$ cat config.mk
export PLATFORM = sky130hd
export DESIGN_NAME = fnd_scan_counter
export DESIGN_NICKNAME = d
export VERILOG_FILES = /design/src/rtl/fnd_scan_counter.sv
export SDC_FILE = /design/constraint.sdc
export NUM_CORES = 1
export LEC_CHECK = 0
export ABC_AREA = 1
export CORE_MARGIN = 2
export CORE_UTILIZATION = 31
export CTS_CLUSTER_SIZE = 25
export DETAILED_ROUTE_END_ITERATION = 7
export PLACE_DENSITY = 0.51
export RECOVER_POWER = 50
export SYNTH_ARGS = -nofsm -noshare
export SYNTH_HDL_FRONTEND = slang
export SYNTH_SLANG_ARGS = --single-unit
$ cat constraint.sdc
create_clock -name i_clk -period 4.9 [get_ports i_clk]
set_clock_uncertainty 0.2 [all_clocks]
set_input_delay 1.225 -clock i_clk [delete_from_list [all_inputs] [get_ports i_clk]]
set_output_delay 1.225 -clock i_clk [all_outputs]
set_load 0.03 [all_outputs]
$ cat src/rtl/fnd_scan_counter.sv
// Multiplexed FND digit-scan sequencer: slot prescaler, masked digit rotation, active-low commons.
// Optional anti-ghosting dead time at the start of each slot is enabled by defining FND_BLANK_GUARD_EN.
module fnd_scan_counter #(
    parameter int NUM_DIGITS   = 4,
    parameter int CLK_DIV      = 100000,
    parameter int BLANK_CYCLES = 4
) (
    input  logic                          i_clk,
    input  logic                          i_reset_n,
    input  logic                          i_en,
    input  logic                          i_clr,
    input  logic [NUM_DIGITS-1:0]         i_digit_mask,
    output logic [$clog2(NUM_DIGITS)-1:0] o_digit_idx,
    output logic [NUM_DIGITS-1:0]         o_com,
    output logic                          o_tick,
    output logic                          o_frame
);

    localparam int IDX_W = $clog2(NUM_DIGITS);
    localparam int PRE_W = $clog2(CLK_DIV);
    localparam logic [PRE_W-1:0] PRE_TC = PRE_W'(CLK_DIV - 1);

    if (NUM_DIGITS < 2 || NUM_DIGITS > 8 || CLK_DIV < 2 || BLANK_CYCLES < 0) begin : g_bad_params
        $error("fnd_scan_counter: illegal parameter combination");
    end

    logic [PRE_W-1:0]      pre_q, pre_d;
    logic [IDX_W-1:0]      idx_q, idx_d;
    logic                  tick_q, tick_d;
    logic                  frame_q, frame_d;
    logic [IDX_W:0]        next_s;
    logic [NUM_DIGITS-1:0] com_raw_s;
    logic [NUM_DIGITS-1:0] com_s;

    // Rotating search from cur+1 that ends on cur itself; MSB of the result flags that a digit was found.
    function automatic logic [IDX_W:0] find_next(input logic [IDX_W-1:0] cur,
                                                 input logic [NUM_DIGITS-1:0] mask);
        logic             found;
        logic [IDX_W-1:0] sel;
        logic [IDX_W-1:0] cand;
        found = 1'b0;
        sel   = cur;
        for (int off = 1; off <= NUM_DIGITS; off++) begin
            cand = IDX_W'((int'(cur) + off) % NUM_DIGITS);
            if (!found && mask[cand]) begin
                found = 1'b1;
                sel   = cand;
            end else begin
                found = found;
            end
        end
        return {found, sel};
    endfunction

    // Next-state logic: clear beats enable, enable gates the prescaler and the terminal-count advance.
    always_comb begin
        pre_d   = pre_q;
        idx_d   = idx_q;
        tick_d  = 1'b0;
        frame_d = 1'b0;
        next_s  = find_next(idx_q, i_digit_mask);
        if (i_clr) begin
            pre_d = {PRE_W{1'b0}};
            idx_d = {IDX_W{1'b0}};
        end else if (i_en) begin
            if (pre_q == PRE_TC) begin
                pre_d  = {PRE_W{1'b0}};
                tick_d = 1'b1;
                if (next_s[IDX_W]) begin
                    idx_d   = next_s[IDX_W-1:0];
                    frame_d = (next_s[IDX_W-1:0] <= idx_q);
                end else begin
                    idx_d   = idx_q;
                    frame_d = 1'b0;
                end
            end else begin
                pre_d = pre_q + {{(PRE_W-1){1'b0}}, 1'b1};
            end
        end else begin
            pre_d = pre_q;
        end
    end

    // State and strobe registers.
    always_ff @(posedge i_clk or negedge i_reset_n) begin
        if (!i_reset_n) begin
            pre_q   <= {PRE_W{1'b0}};
            idx_q   <= {IDX_W{1'b0}};
            tick_q  <= 1'b0;
            frame_q <= 1'b0;
        end else begin
            pre_q   <= pre_d;
            idx_q   <= idx_d;
            tick_q  <= tick_d;
            frame_q <= frame_d;
        end
    end

    // Common drive follows the live mask so a digit masked mid-slot blanks at once.
    always_comb begin
        com_raw_s = {NUM_DIGITS{1'b1}};
        for (int k = 0; k < NUM_DIGITS; k++) begin
            if (IDX_W'(k) == idx_q && i_digit_mask[k]) begin
                com_raw_s[k] = 1'b0;
            end else begin
                com_raw_s[k] = 1'b1;
            end
        end
    end

`ifdef FND_BLANK_GUARD_EN
    if (BLANK_CYCLES >= CLK_DIV) begin : g_bad_blank
        $error("fnd_scan_counter: BLANK_CYCLES must be below CLK_DIV");
    end

    // Dead time: all commons off during the first BLANK_CYCLES clocks of every slot.
    always_comb begin
        if (pre_q < PRE_W'(BLANK_CYCLES)) begin
            com_s = {NUM_DIGITS{1'b1}};
        end else begin
            com_s = com_raw_s;
        end
    end
`else
    assign com_s = com_raw_s;
`endif

    assign o_digit_idx = idx_q;
    assign o_com       = com_s;
    assign o_tick      = tick_q;
    assign o_frame     = frame_q;

endmodule

==> results of run 1 <==
## cells by family (layout without fill, tap and decap cells)
kind of cell | after synthesis | after routing
xor gates and xnor gates | 5 | 5
buffers and inverters | 34 | 52
AOI/OAI and AO/OA | 15 | 15
adders and majority gates | 7 | 7
and+or+nand+nor | 146 | 146
DFF | 21 | 21
## how the worst min path moves through the flow
stage,start,to,slack [ns],cells after the start
CTS,pre_q[1],pre_q[1],0.36,2
global placement,pre_q[1],pre_q[1],0.33,2
detailed placement,pre_q[1],pre_q[1],0.34,2
floorplan,pre_q[14],pre_q[14],0.29,2
finish,pre_q[0],pre_q[0],0.36,1
global route,pre_q[0],pre_q[0],0.39,1
## state kept, by name, summed over array words and instances, names as in the netlist
| register | cells |
|---|---|
| o_digit_idx | 2 |
| pre_q | 17 |
| o_tick | 1 |
| o_frame | 1 |
## Yosys cell counts
| master | instances |
|---|---|
| a21oi_1 | 5 |
| buf_6 | 1 |
| clkinv_4 | 1 |
| dfrtp_1 | 21 |
| ha_1 | 7 |
| inv_1 | 26 |
| inv_2 | 5 |
| inv_6 | 1 |
| nand2_1 | 60 |
| nand2_2 | 5 |
| nand2_4 | 1 |
| nand3_1 | 21 |
| nand3_2 | 3 |
| nand4_1 | 12 |
| nor2_1 | 26 |
| nor2_2 | 4 |
| nor3_1 | 8 |
| nor3_2 | 4 |
| nor3_4 | 1 |
| nor3b_2 | 1 |
| o21ai_0 | 8 |
| o21ai_1 | 1 |
| o22ai_1 | 1 |
| xnor2_1 | 1 |
| xor2_1 | 4 |
## layer usage
| layer | GRT usage [%] | up-vias | share of wire, % |
|---|---|---|---|
| met5 | 0 | - | 0 |
| met4 | 5.26 | 0 | 1.7 |
| met3 | 2.78 | 5 | 3.1 |
| met2 | 23.7 | 19 | 49 |
| met1 | 18.9 | 649 | 46 |
| li1 | - | 776 | - |
## cell type report
class | count | share of cell area [%]
multi-input combinational | 173 | 49.2
sequential | 21 | 28.5
timing repair buffer | 15 | 8.14
inverter | 33 | 7.05
tap | 70 | 4.75
clock buffer | 4 | 2.44
## critical path: cells and delay by family
family,cells,cell delay [ns]
AND/OR/NAND/NOR,1,0.09
buffers and inverters,2,1.13
## metrics by stage
stage	util (%)	std cells
2_1_floorplan	-	228
3_5_place_dp	36.2	312
6_report	36.8	316
3_3_place_gp	36.2	312
5_1_grt	36.8	316
4_1_cts	37.1	316
## power groups by stage
stage                      logic, W  clock network [W]  registers (W)
after CTS                 0.0000375           0.000128       0.000177
after global placement    0.0000371                  0       0.000180
final                     0.0000345           0.000122       0.000177
after global routing      0.0000406           0.000131       0.000177
after floorplan           0.0000206                  0       0.000180
after detailed placement  0.0000373                  0       0.000180
==> reports/metrics.cfg, run 1 <==
[grt]
overflow = 0
antenna_found_initial = 0
grt_pass1_vias = 1305
grt_pass1_wl_um = 6180
grt_max_degree = 22
track_usage_pct = 14.4

[clock_tree]
clockBufferDepth = 2
htree_levels = 1
cts.clk_slew.worst_paths_ns = 0.08
root_buffer = clkbuf_8
post-cts-setup-buffers = 0
insertion_delay_ns = 0.27
tritoncts = yes
clkSinkCount = 21
cts_made_buffers = 3
cts_hold_buf = 0
cts_resized = 0

[routing]
wirelength_um = 3640
avgRoutedWirePerCell_um = 11.5
first_pass_iters = 4
dr_total_vias = 1449
drt_iter0_markers = 64
drcViolationCount = 0
drtAntennaViolNets = 0
via_per_inst = 4.59

[worst_setup_path]
crit_type = in2out
worstPathMaxFanout = 4
r2r_slack_ns = 2.29
critPathMaxStageDelay_ns = 0.66
cp_common_cell = clkdlybuf4s50_1
crit_chain = clkdlybuf4s50_1 -> nand2_1 -> clkdlybuf4s50_1
end_kind = output port
worstReg2RegEnd = o_frame
startpoint_type = input pin
startpoint = i_digit_mask[3]
crit_arrival_ns = 2.45
crit_path_top_delay_cell = clkdlybuf4s50_1
cp.required_ns = 3.47
worstReg2RegStart = o_digit_idx[0]
crit_end = o_com[3]
rr_worst_depth = 13

[synthesis]
syn_avg_cell_area_um2 = 6.96
synth-simple-area-share_pct = 44.7
yosysWarnings = 0
synth_area_um2 = 1590
synth-seq-cells = 21
yosysTopAreaCell = dfrtp_1
synth_nets = 243
muxShareOfSynthArea_pct = 0
synth_xor_area_share_pct = 2.76
syn-instance-count = 228
synth-compound-area-share_pct = 4.81
synth_top_area_share_pct = 33.1
synth_top_family_by_area = simple AND/OR/NAND/NOR gates
ys_types = 25
synthAdderAreaFrac_pct = 5.52
synthTopCellsByArea = dfrtp_1 (33%), nand2_1 (14%), nand3_1 (6.6%)
yosysSeqAreaShare_pct = 33.1

[timing]
fmax_mhz = 258
rsz0062_at_grt = no
finalHoldViolations = 0
hold_slack_ns = 0.361
finalMaxSlewViolations = 0
period_share_pct = 79.0
layout_min_cycle_time_ns = 3.87
tns_ns = 0
layout_setup_ws_ns = 1.03
worst_pin_slew_ns = 0.988
timing.slew.headroom_pct = 33.9
setup_viol = 0

[cells_and_area]
area_growth_syn_to_layout_pct = 16.2
multiInputGateArea_um2 = 907
seq_area_um2 = 526
drive_above_1_share_pct = 10.6
final_area_um2 = 1850
most-common-layout-cells = nand2_1 (62), inv_1 (27), nor2_1 (26)
fillers = 568
nNetsFinal = 262
antennaDiodeCount = 0
mostFrequentLayoutCell = nand2_1

[place]
dpl.hpwl_um = 2780
gp_congestion = 0.879
dpl-instance-area_um2 = 1810
detailedPlace.worstSlack_ns = 1.02
portBuffers = 15

[run]
max_cap_viol_count = 0

[power_and_ir_drop]
power_density_nw_per_um2 = 180
pwr-share-comb_pct = 10.4
intPower_w = 0.000245
power_switching_w = 0.0000879
finalPower_w = 0.000333
swShare_pct = 26.4
p_seq_share_pct = 53.0
vdd_drop_max_mv = 0.101
leakagePower_nw = 0.821
power.clock.fraction_pct = 36.6

[floorplan]
die_h_um = 75.6
start_util_pct = 31.7
die_area_um2 = 5710
coreArea_um2 = 5010
io_pins = 16
die-width_um = 75.6
core.rowCount = 26

[outcome]
outcome = finished clean

[hold_path]
min_path_type = reg2reg

No activity file was read; power rests on OpenSTA's default activity.
==> run 2: changes to the inputs <==
PLACE_DENSITY = 0.52   (was 0.51)
clock period = 3.4 ns   (was 4.9 ns; I/O delays follow)
==> run 2 against run 1 <==
Net effect: highest routed layer unchanged; sequential cell count did not move; register-to-register slack got worse by 1.5 ns; first-iteration DRC count fell by 55%; hold slack got worse by 0.017 ns; sequential share of layout area fell by 0.17 points; utilization rose by 0.22 points; largest power group unchanged; clock power rose by 43%.
==> reports/metrics.cfg, run 2 (synthesized netlist as in run 1, its figures left out) <==
[grt]
grtUsageMet1_pct = 18.9
grt_busiest_layer = met2
grt_pass1_wl_um = 6250
grt_use_met3_pct = 1.59
grt_util_met2_pct = 24.2
overflow = 0
antenna_found_initial = 0
grt_max_degree = 22
track_usage_pct = 14.3
grt_pass1_vias = 1373

[worst_setup_path]
cp.required_ns = 2.35
end_kind = output port
crit_type = in2out
startpoint_type = input pin
crit_arrival_ns = 2.07
worstPathMaxFanout = 4

[floorplan]
core.rowCount = 26
die-width_um = 75.6
start_util_pct = 31.7
die_area_um2 = 5710
io_pins = 16
coreArea_um2 = 5010
die_h_um = 75.6

[timing]
worst_pin_slew_ns = 1.16
finalMaxSlewViolations = 0
finalHoldViolations = 0
timing.slew.headroom_pct = 22.5
tns_ns = 0
setup_viol = 0
rsz0062_at_grt = no
period_share_pct = 91.7
layout_setup_ws_ns = 0.281
fmax_mhz = 321
layout_min_cycle_time_ns = 3.12

[cells_and_area]
antennaDiodeCount = 0
regMostFlops = pre_q
mostFrequentLayoutCell = nand2_1
largest_reg_flops = 17
area_growth_syn_to_layout_pct = 16.9
drive_above_1_share_pct = 11.3
most-common-layout-cells = nand2_1 (61), inv_1 (27), nor2_1 (26)
nNetsFinal = 263

[hold_path]
min_path_type = reg2reg

[routing]
drcViolationCount = 0
first_pass_iters = 4
drt_iter0_markers = 29
dr_total_vias = 1429
drtAntennaViolNets = 0
via_per_inst = 4.51
wirelength_um = 3500
avgRoutedWirePerCell_um = 11.0

[power_and_ir_drop]
power_density_nw_per_um2 = 259
vdd_drop_max_mv = 0.140
leakagePower_nw = 0.830

[place]
gp_congestion = 0.847
portBuffers = 15
dpl.hpwl_um = 2750
detailedPlace.worstSlack_ns = 0.268

[clock_tree]
post-cts-setup-buffers = 0
cts_made_buffers = 3
root_buffer = clkbuf_8
clkSinkCount = 21
clockBufferDepth = 2
htree_levels = 1
tritoncts = yes
cts.clk_slew.worst_paths_ns = 0.08
cts_hold_buf = 0
cts_resized = 0
insertion_delay_ns = 0.27

[outcome]
outcome = finished clean

[run]
max_cap_viol_count = 0

-- run 2: power by group --
group	total [W]	switching [W]	internal, W	leakage (nW)
combinational	0.0000512	0.0000330	0.0000182	0.513
clock	0.000175	0.0000933	0.0000821	0.0255
sequential	0.000254	0.00000260	0.000252	0.292
total	0.000481	0.000129	0.000352	0.830
-- run 2: final timing paths --
| check | startpoint | to | slack [ns] | depth (start not counted) |
|---|---|---|---|---|
| max | i_digit_mask[3] | o_com[3] | 0.28 | 3 |
| min in group asynchronous | i_reset_n | pre_q[11] | 1.12 | 2 |
| min | pre_q[1] | pre_q[1] | 0.34 | 2 |
| min reg2reg | pre_q[1] | pre_q[1] | 0.34 | 2 |
| max in group asynchronous | i_reset_n | pre_q[14] | 1.19 | 2 |
| max reg2reg | o_digit_idx[0] | o_frame | 0.76 | 13 |
-- run 2: through the flow --
stage          utilization (%)  area [um^2]  std cells  hold WS, ns  total power [W]
2_1_floorplan                -         1590        228        0.294         0.000289
3_3_place_gp              36.4         1820        313        0.327         0.000314
3_5_place_dp              36.4         1820        313        0.329         0.000314
4_1_cts                   37.3         1870        317        0.348         0.000492
5_1_grt                   37.1         1860        317        0.391         0.000500
6_report                  37.1         1860        317        0.344         0.000481
-- run 2: routing by layer --
layer  vias up  share of wire (%)
met2        20                 47
met1       623                 49
met4         0                1.6
met5         -                  0
li1        781                  -
met3         5                2.1
-- run 2: layout make-up --
class                      count  area (um^2)
timing repair buffer          16          154
fill                         579         3150
clock inverter                 1         5.00
sequential                    21          526
clock buffer                   3         41.3
multi-input combinational    173          910
inverter                      33          134
tap                           70         87.6
-- run 2: worst max-delay path, stage by stage --
cell and delay (ns):
clkdlybuf4s50_1 0.47, nand2_1 0.09, clkdlybuf4s50_1 0.66
